==> config.mk <==
export PLATFORM = sky130hd
export DESIGN_NAME = matrix_store_writer
export DESIGN_NICKNAME = d
export VERILOG_FILES = /design/src/rtl/matrix_store_writer.sv
export SDC_FILE = /design/constraint.sdc
export NUM_CORES = 1
export LEC_CHECK = 0
export ABC_AREA = 1
export CAP_MARGIN = 25
export CORE_UTILIZATION = 50
export CTS_CLUSTER_SIZE = 8
export DETAILED_ROUTE_END_ITERATION = 12
export PLACE_DENSITY = 0.79
export SLEW_MARGIN = 20
export SYNTH_ARGS = -nofsm -noshare
export SYNTH_HDL_FRONTEND = slang
export SYNTH_SLANG_ARGS = --single-unit
==> constraint.sdc <==
create_clock -name clk -period 2.38 [get_ports clk]
set_input_delay 0.357 -clock clk [delete_from_list [all_inputs] [get_ports clk]]
set_output_delay 0.357 -clock clk [all_outputs]
set_load 0.01 [all_outputs]
==> src/rtl/matrix_store_writer.sv <==
// Purpose: stores one matrix per request into a slot of the shared matrix BRAM (3-word header + row-major data) and tracks complete slots.
// Latency: all outputs registered; header words land 1..3 cycles after acceptance, each data element lands the cycle after it is accepted.
// Backpressure: write_ready gates requests (IDLE only); writer_ready gates elements (DATA only), dropping on the edge that takes the last element.
// Ports: clk/rst_n (async active-low); write_request/write_ready, write_matrix_id, write_rows, write_cols, write_name (request);
//        write_data/write_data_valid/writer_ready (element stream); write_done/write_error (pulses);
//        bram_wr_en/bram_wr_addr/bram_wr_data (BRAM write port); matrix_valid (per-slot complete flags).
module matrix_store_writer #(
  parameter int BLOCK_SIZE = 1152,
  parameter int DATA_WIDTH = 32,
  parameter int ADDR_WIDTH = 14   // 8*BLOCK_SIZE must fit in 2^ADDR_WIDTH
) (
  input  logic                  clk,
  input  logic                  rst_n,
  input  logic                  write_request,
  output logic                  write_ready,
  input  logic [2:0]            write_matrix_id,
  input  logic [7:0]            write_rows,
  input  logic [7:0]            write_cols,
  input  logic [7:0][7:0]       write_name,
  input  logic [DATA_WIDTH-1:0] write_data,
  input  logic                  write_data_valid,
  output logic                  writer_ready,
  output logic                  write_done,
  output logic                  write_error,
  output logic                  bram_wr_en,
  output logic [ADDR_WIDTH-1:0] bram_wr_addr,
  output logic [DATA_WIDTH-1:0] bram_wr_data,
  output logic [7:0]            matrix_valid
);

  typedef enum logic [1:0] {ST_IDLE, ST_HEADER, ST_DATA, ST_DONE} state_t;

  localparam logic [ADDR_WIDTH-1:0] LP_BLOCK = ADDR_WIDTH'(BLOCK_SIZE);
  localparam logic [16:0]           LP_LIMIT = 17'(BLOCK_SIZE);

  state_t                r_state, w_state_nxt;
  logic [2:0]            r_id, w_id_nxt;
  logic [ADDR_WIDTH-1:0] r_base, w_base_nxt;
  logic [15:0]           r_total, w_total_nxt;
  logic [7:0][7:0]       r_name, w_name_nxt;
  logic [1:0]            r_hdr_cnt, w_hdr_cnt_nxt;
  logic [15:0]           r_count, w_count_nxt;
  logic                  r_write_ready, w_write_ready_nxt;
  logic                  r_writer_ready, w_writer_ready_nxt;
  logic                  r_done, w_done_nxt;
  logic                  r_error, w_error_nxt;
  logic                  r_en, w_en_nxt;
  logic [ADDR_WIDTH-1:0] r_addr, w_addr_nxt;
  logic [DATA_WIDTH-1:0] r_data, w_data_nxt;
  logic [7:0]            r_valid, w_valid_nxt;

  // Request decode, evaluated straight from the request inputs.
  logic [15:0]           w_total_req;
  logic                  w_reject;
  logic [ADDR_WIDTH-1:0] w_base_req;
  logic [DATA_WIDTH-1:0] w_hdr0, w_hdr1, w_hdr2;
  logic [15:0]           w_count_inc;

  assign w_total_req = {8'h00, write_rows} * {8'h00, write_cols};
  // 17-bit sum so 3+total cannot wrap before the size comparison.
  assign w_reject    = (write_rows == 8'd0) || (write_cols == 8'd0) ||
                       (({1'b0, w_total_req} + 17'd3) > LP_LIMIT);
  assign w_base_req  = ADDR_WIDTH'(write_matrix_id) * LP_BLOCK;
  assign w_hdr0      = DATA_WIDTH'({16'h0000, write_rows, write_cols});
  // Name character 0 goes to the most significant byte of the first name word.
  assign w_hdr1      = DATA_WIDTH'({r_name[0], r_name[1], r_name[2], r_name[3]});
  assign w_hdr2      = DATA_WIDTH'({r_name[4], r_name[5], r_name[6], r_name[7]});
  assign w_count_inc = r_count + 16'd1;

  always_comb begin
    w_state_nxt        = r_state;
    w_id_nxt           = r_id;
    w_base_nxt         = r_base;
    w_total_nxt        = r_total;
    w_name_nxt         = r_name;
    w_hdr_cnt_nxt      = r_hdr_cnt;
    w_count_nxt        = r_count;
    w_write_ready_nxt  = r_write_ready;
    w_writer_ready_nxt = r_writer_ready;
    w_addr_nxt         = r_addr;
    w_data_nxt         = r_data;
    w_valid_nxt        = r_valid;
    w_en_nxt           = 1'b0;
    w_done_nxt         = 1'b0;
    w_error_nxt        = 1'b0;

    case (r_state)
      ST_IDLE: begin
        if (write_request && r_write_ready) begin
          if (w_reject) begin
            w_error_nxt = 1'b1;
          end else begin
            w_id_nxt                     = write_matrix_id;
            w_base_nxt                   = w_base_req;
            w_total_nxt                  = w_total_req;
            w_name_nxt                   = write_name;
            w_count_nxt                  = 16'd0;
            w_valid_nxt[write_matrix_id] = 1'b0;
            w_write_ready_nxt            = 1'b0;
            // Header word 0 is issued on the accepting edge; the name words follow.
            w_en_nxt                     = 1'b1;
            w_addr_nxt                   = w_base_req;
            w_data_nxt                   = w_hdr0;
            w_hdr_cnt_nxt                = 2'd1;
            w_state_nxt                  = ST_HEADER;
          end
        end
      end
      ST_HEADER: begin
        if (r_hdr_cnt == 2'd3) begin
          w_writer_ready_nxt = 1'b1;
          w_state_nxt        = ST_DATA;
        end else begin
          w_en_nxt      = 1'b1;
          w_addr_nxt    = r_base + ADDR_WIDTH'(r_hdr_cnt);
          w_data_nxt    = (r_hdr_cnt == 2'd1) ? w_hdr1 : w_hdr2;
          w_hdr_cnt_nxt = r_hdr_cnt + 2'd1;
        end
      end
      ST_DATA: begin
        if (write_data_valid && r_writer_ready) begin
          w_en_nxt    = 1'b1;
          w_addr_nxt  = r_base + ADDR_WIDTH'(3) + ADDR_WIDTH'(r_count);
          w_data_nxt  = write_data;
          w_count_nxt = w_count_inc;
          if (w_count_inc == r_total) begin
            // Drop writer_ready on this same edge so no element beyond total is taken.
            w_writer_ready_nxt = 1'b0;
            w_done_nxt         = 1'b1;
            w_valid_nxt[r_id]  = 1'b1;
            w_state_nxt        = ST_DONE;
          end
        end
      end
      ST_DONE: begin
        w_write_ready_nxt = 1'b1;
        w_state_nxt       = ST_IDLE;
      end
      default: begin
        w_state_nxt = ST_IDLE;
      end
    endcase
  end

  always_ff @(posedge clk or negedge rst_n) begin
    if (!rst_n) begin
      r_state        <= ST_IDLE;
      r_id           <= 3'd0;
      r_base         <= '0;
      r_total        <= 16'd0;
      r_name         <= '0;
      r_hdr_cnt      <= 2'd0;
      r_count        <= 16'd0;
      r_write_ready  <= 1'b1;
      r_writer_ready <= 1'b0;
      r_done         <= 1'b0;
      r_error        <= 1'b0;
      r_en           <= 1'b0;
      r_addr         <= '0;
      r_data         <= '0;
      r_valid        <= 8'h00;
    end else begin
      r_state        <= w_state_nxt;
      r_id           <= w_id_nxt;
      r_base         <= w_base_nxt;
      r_total        <= w_total_nxt;
      r_name         <= w_name_nxt;
      r_hdr_cnt      <= w_hdr_cnt_nxt;
      r_count        <= w_count_nxt;
      r_write_ready  <= w_write_ready_nxt;
      r_writer_ready <= w_writer_ready_nxt;
      r_done         <= w_done_nxt;
      r_error        <= w_error_nxt;
      r_en           <= w_en_nxt;
      r_addr         <= w_addr_nxt;
      r_data         <= w_data_nxt;
      r_valid        <= w_valid_nxt;
    end
  end

  assign write_ready  = r_write_ready;
  assign writer_ready = r_writer_ready;
  assign write_done   = r_done;
  assign write_error  = r_error;
  assign bram_wr_en   = r_en;
  assign bram_wr_addr = r_addr;
  assign bram_wr_data = r_data;
  assign matrix_valid = r_valid;

endmodule

==> Word-level counts from Yosys, hierarchy flattened <==
Cells that the tools add are included.
{ "word_totals": {"regBits": 169} }
{ "op_classes": {"add_sub_neg": 6, "n_mul": 2, "n_lt_le_gt_ge": 5, "n_eq_ne": 12, "muxes": 50, "bitwise": 4, "reduce_logical": 22} }
{ "ops": {"columns": ["op", "count"], "rows": [
  ["two-way mux 32 bit", 5],
  ["case mux 32 bit (3 select lines)", 1],
  ["two-way mux 14 bit", 4],
  ["two-way mux 16 bit", 3],
  ["case mux 14 bit (3 select lines)", 1],
  ["two-way mux 8 bit", 4],
  ["case mux 16 bit (2 select lines)", 1],
  ["adder 16 x 2 -> 17 bit, second input constant", 1],
  ["> comparator 17 x 11 -> 1 bit, second input constant", 1],
  ["two-way mux 1 bit", 17],
  ["adder 16 x 1 -> 16 bit, second input constant", 1],
  ["== test 16 bit", 1],
  ["zero test 8 bit", 2],
  ["multiplier 8 x 8 -> 16 bit", 1],
  ["case mux 8 bit (2 select lines)", 1],
  ["AND reduction 5 bit", 3],
  ["adder 14 bit", 1],
  ["adder 14 x 2 -> 14 bit", 1],
  ["adder 14 x 2 -> 14 bit, second input constant", 1],
  ["two-way mux 2 bit", 6],
  ["!= test 2 bit, second input constant", 6],
  ["AND reduction 4 bit", 3],
  ["AND 8 bit", 1],
  ["less-than comparator 3 x 4 -> 1 bit, second input constant", 2],
  ["19 further kinds", 33]
]} }

==> Longest topological paths before layout <==
{ "depth": {"ltp_word": 9, "depth_mapped": 31, "ltp_nobuf": 28} }

==> Least setup slack after synthesis <==
No wires, ideal clock.
{ "synth_path": {"path_type": "input port to flip-flop", "start": "input port write_cols[7]", "end": "register r_data[20], in the netlist bram_wr_data[20]", "arrival_ps": 4809, "required_ps": 2263, "path_slack_ps": -2546, "cell_stages": 28, "n_path_buf": 3, "cell_sequence": "clkbuf_1 -> nand2_1 -> fa_1 -> fa_1 -> inv_1 -> fa_1 -> inv_1 -> fa_1 -> inv_1 -> ha_1 -> nand2_1 -> inv_1 -> nand2_1 -> nand3_1 -> nand2_1 -> nand2_1 -> nor2_2 -> nand2_1 -> nand3_1 -> nand3_1 -> nor2_1 -> nand3_1 -> nand2_2 -> nand2_2 -> buf_6 -> buf_6 -> nand2_1 -> nand2_1"} }
{ "synth_via": {"elab_chain_cells": 6} }
{ "synth_rtl": {"columns": ["element", "line_no", "source"], "rows": [
  ["start: declaration", "18", "input logic [7:0] write_cols,"],
  ["multiplier 8 x 8 -> 16 bit", "59", "assign w_total_req = {8'h00, write_rows} * {8'h00, write_cols};"],
  ["adder 16 x 2 -> 17 bit", "62", "(({1'b0, w_total_req} + 17'd3) > LP_LIMIT);"],
  ["> comparator 17 x 11 -> 1 bit", "62", null],
  ["logical OR 1 bit *", "61", "assign w_reject = (write_rows == 8'd0) || (write_cols == 8'd0) ||"],
  ["!= test 2 bit (no line) *", null, null],
  ["AND reduction 5 bit (no line) *", null, null],
  ["end signal: assignment", "176", "r_data <= w_data_nxt;"],
  ["end: declaration", "49", "logic [DATA_WIDTH-1:0] r_data, w_data_nxt;"]
]} }
Every way passes the cells marked *; elsewhere a longest branch is shown, timed or not.
A chain may end at the register's enable or synchronous reset.

==> Worst setup path in the final report <==
{ "layout_path": {"start": "input port write_rows[5]", "end": "register r_data[8], in the netlist bram_wr_data[8]"} }
{ "layout_via": {"elab_chain_cells": 6} }
{ "layout_rtl": {"columns": ["element", "line_no", "source"], "rows": [
  ["start: declaration", "17", "input logic [7:0] write_rows,"],
  ["multiplier 8 x 8 -> 16 bit", "59", null],
  ["adder 16 x 2 -> 17 bit", "62", null],
  ["> comparator 17 x 11 -> 1 bit", "62", null],
  ["logical OR 1 bit *", "61", null],
  ["!= test 2 bit (no line) *", null, null],
  ["AND reduction 5 bit (no line) *", null, null]
]} }
Marks and branches as above.

==> flow_metrics.tcl <==
set metrics [dict create \
    die_x_um 150 \
    hold_class "input pin to asynchronous set/reset pin" \
    synth_top_area_share_pct 36.7 \
    drt-initial-drc-count 833 \
    crit_top_cell "fa_1" \
    hold_violations 0 \
    rows 53 \
    fp.dieH_um 150 \
    ys_ff_latch 162 \
    cts_sinks 162 \
    antenna_found_initial 3 \
    yosysWarningCount 0 \
    grt_start_max_net_pins 54 \
    synthSimpleGateAreaFrac_pct 29.2 \
    total_power_w 0.0102 \
    synth_edf_count 0 \
    p_per_area_nw_per_um2 660 \
    wire_per_inst_um 16.7 \
    clock.fmax_ghz 0.223 \
    cpPeakStageDelay_ns 0.53 \
    viasPerCell 5.42 \
    dr.pass1.iters 7 \
    dp_hpwl_mm 24.5 \
    dp_slack_ns -3.00 \
    crit_fanout 34 \
    finalWeightedCongestion 0.941 \
    grt_pass1_vias 11000 \
    syn_area_per_cell_um2 7.25 \
    vias 11300 \
    critPathArrivalTime_ns 4.83 \
    finalWorstSetupSlack_ns -2.11 \
    track_usage_pct 31.1 \
    finalCriticalPeriod_ns 4.49 \
    yosysMostFrequentCell "nand2_1" \
    end_kind "flip-flop" \
    critPathSlowestCell "fa_1" \
    drive_gt1_share_pct 18.0 \
    synth_compound_area_share_pct 10.9 \
    maxCapViolations 0 \
    rsz0062_at_grt "true" \
    worst_hold_slack_ns 0.428 \
    fp.coreArea_um2 21300 \
    path_class "input pin to flip-flop" \
    status "finished, violations left" \
    worst_slew_pin_slew_ns 0.645 \
    cts_root_buf "clkbuf_16" \
    initial_core_util_pct 51.5 \
    relSlewSlack_pct 56.8 \
    synth_commonest_cells "572 x nand2_1, 190 x inv_1, 161 x dfrtp_1" \
    start_kind "input pin" \
    synthAdderAreaFrac_pct 12.3 \
    overflow 0 \
    report.final.slew_viol_count 0 \
    wl_mm 34.9 \
    route.antenna.remaining_nets 0 \
    critPathRequiredTime_ns 2.72 \
    worst_ir_drop_vdd_mv 0.521 \
    syn_inst 1513 \
    period_share_pct 189 \
    fin_worst_skew_ns 0.0147 \
    postSynthNetCount 1718 \
    yosysUniqueCellTypes 45 \
    muxShareOfSynthArea_pct 0 \
    yosysSeqAreaShare_pct 37.0 \
    setup_viol 161 \
    pin_count 178 \
    port_buffers 177 \
    htree_levels 4 \
    synth-xor-area-share_pct 1.24 \
    die_area_um2 22500 \
    synth_area_leaders "dfrtp_1 37%, nand2_1 20%, fa_1 6.6%" \
    cts_tree "yes" \
    synth_area_um2 11000 \
    nets 1999 \
    synth_top_area_cell "dfrtp_1" \
    violations "setup timing" \
    cts_buffer_depth 2 \
    synth_top_flop_cell "dfrtp_1" \
    synth_top_family_by_area "simple AND/OR/NAND/NOR gates" \
    insertion_delay_ns 0.45 \
    synthArstFlopShare_pct 100 \
    grt_pass1_wl_mm 54.1 \
    numCtsBuffers 17 \
    utilization_pct 72.7 \
    p_leak_nw 8.26 \
    drc_errors 0 \
    fillers 1547 \
    area.growth.synth_to_final_pct 41.1 \
    clk_pin_slew_ns 0.08 \
]
## through the flow
step	TNS, ns	instance area, um^2	instances
final	-327.52	15500	2086
after global routing	-359.62	15500	2083
after CTS	-303.05	15000	2068
after detailed placement	-467.75	13900	2011
after global placement	-451.16	13900	2011
after floorplan	-323.19	11300	1513
## worst paths after layout
kind	endpoint	slack (ns)	depth (start not counted)	from
setup / recovery	bram_wr_data[8]	-2.11	28	write_rows[5]
setup reg to reg	r_state[1]	-0.20	18	r_count[0]
max in group asynchronous	write_ready	1.16	3	rst_n
min in group clk	r_name[59]	0.43	3	write_name[59]
hold / removal	r_count[9]	0.43	2	rst_n
hold reg to reg	r_name[12]	0.47	2	r_name[12]
## final cells by class
class                   instances  area, um^2  area share, %
multi-input cells            1090        6290           40.6
flip-flops and latches        162        4060           26.2
repair buffers                329        3360           21.7
inverters                     192         747           4.83
clock buffers                  17         425           2.75
well taps                     275         344           2.22
clock inverters                15         226           1.46
repair inverters                2        22.5          0.145
diodes                          4        10.0         0.0647
## kinds of logic (layout without fill, tap and decap cells)
| kind of cell | count (synthesis) | count (layout) |
|---|---|---|
| AO/OA/AOI/OAI | 207 | 207 |
| XOR/XNOR | 14 | 14 |
| adder cells (fa/ha/maj) | 86 | 86 |
| buffers and inverters | 261 | 555 |
| flip-flops | 162 | 162 |
| other | 0 | 4 |
| AND/OR/NAND/NOR | 783 | 783 |
## power breakdown
part           internal, W  leakage (nW)  switching (W)  total [W]
sequential         0.00275          1.93     0.00000186    0.00276
combinational      0.00223          6.03        0.00223    0.00446
clock              0.00149         0.311        0.00151    0.00300
total              0.00648          8.26        0.00374     0.0102
## worst max-delay path, delay by kind of cell
kind	cells	cell delay, ns
AND/OR/NAND/NOR	15	1.56
AO/OA/AOI/OAI	1	0.07
buffers and inverters	7	0.51
adder cells (fa/ha/maj)	5	2.28
## cell usage in the layout (no fill, tap or decap), types with 5 or more instances in the layout
master,n
nand2_1,528
inv_1,175
dfrtp_1,161
clkdlybuf4s50_1,160
buf_4,110
o21ai_0,77
nor2_1,71
o21ai_1,51
nand3_1,46
ha_1,45
nand2_2,44
fa_1,34
a21oi_1,27
nand4_1,27
clkbuf_16,24
buf_6,21
inv_2,16
nor3_1,16
buf_12,16
nand3_2,10
nor2_2,9
nand3b_1,8
o31ai_1,8
o221a_2,8
o211a_1,8
nand2_4,7
xor2_1,6
xnor2_1,6
inv_12,6
clkinv_8,6
ha_4,5
## flip-flops by register name, indices dropped and copies added (netlist names), 2 cells and up
register	cells
r_id	2
r_total	16
bram_wr_data	32
r_state	2
bram_wr_addr	14
matrix_valid	8
r_hdr_cnt	2
r_count	16
r_name	64
## routing by layer
layer / wire length [um] / GRT usage [%] / up-vias / part of all wire [%]
met1: 14000 / 39.4 / 5366 / 40
li1: - / - / 5355 / -
met5: 0 / 0 / - / 0
met2: 17200 / 52.1 / 498 / 49
met4: 1070 / 11.3 / 0 / 3.1
met3: 2730 / 6.73 / 80 / 7.8
## timing repair
item	4_1_cts	5_1_grt
pin swaps	27	16
resized for setup	136	74
endpoints found under the hold margin	49	0
hold buffers	1	0
cloned	7	8
setup endpoints to repair	161	162
buffers inserted	20	6
(Power assumes the default switching activity.)
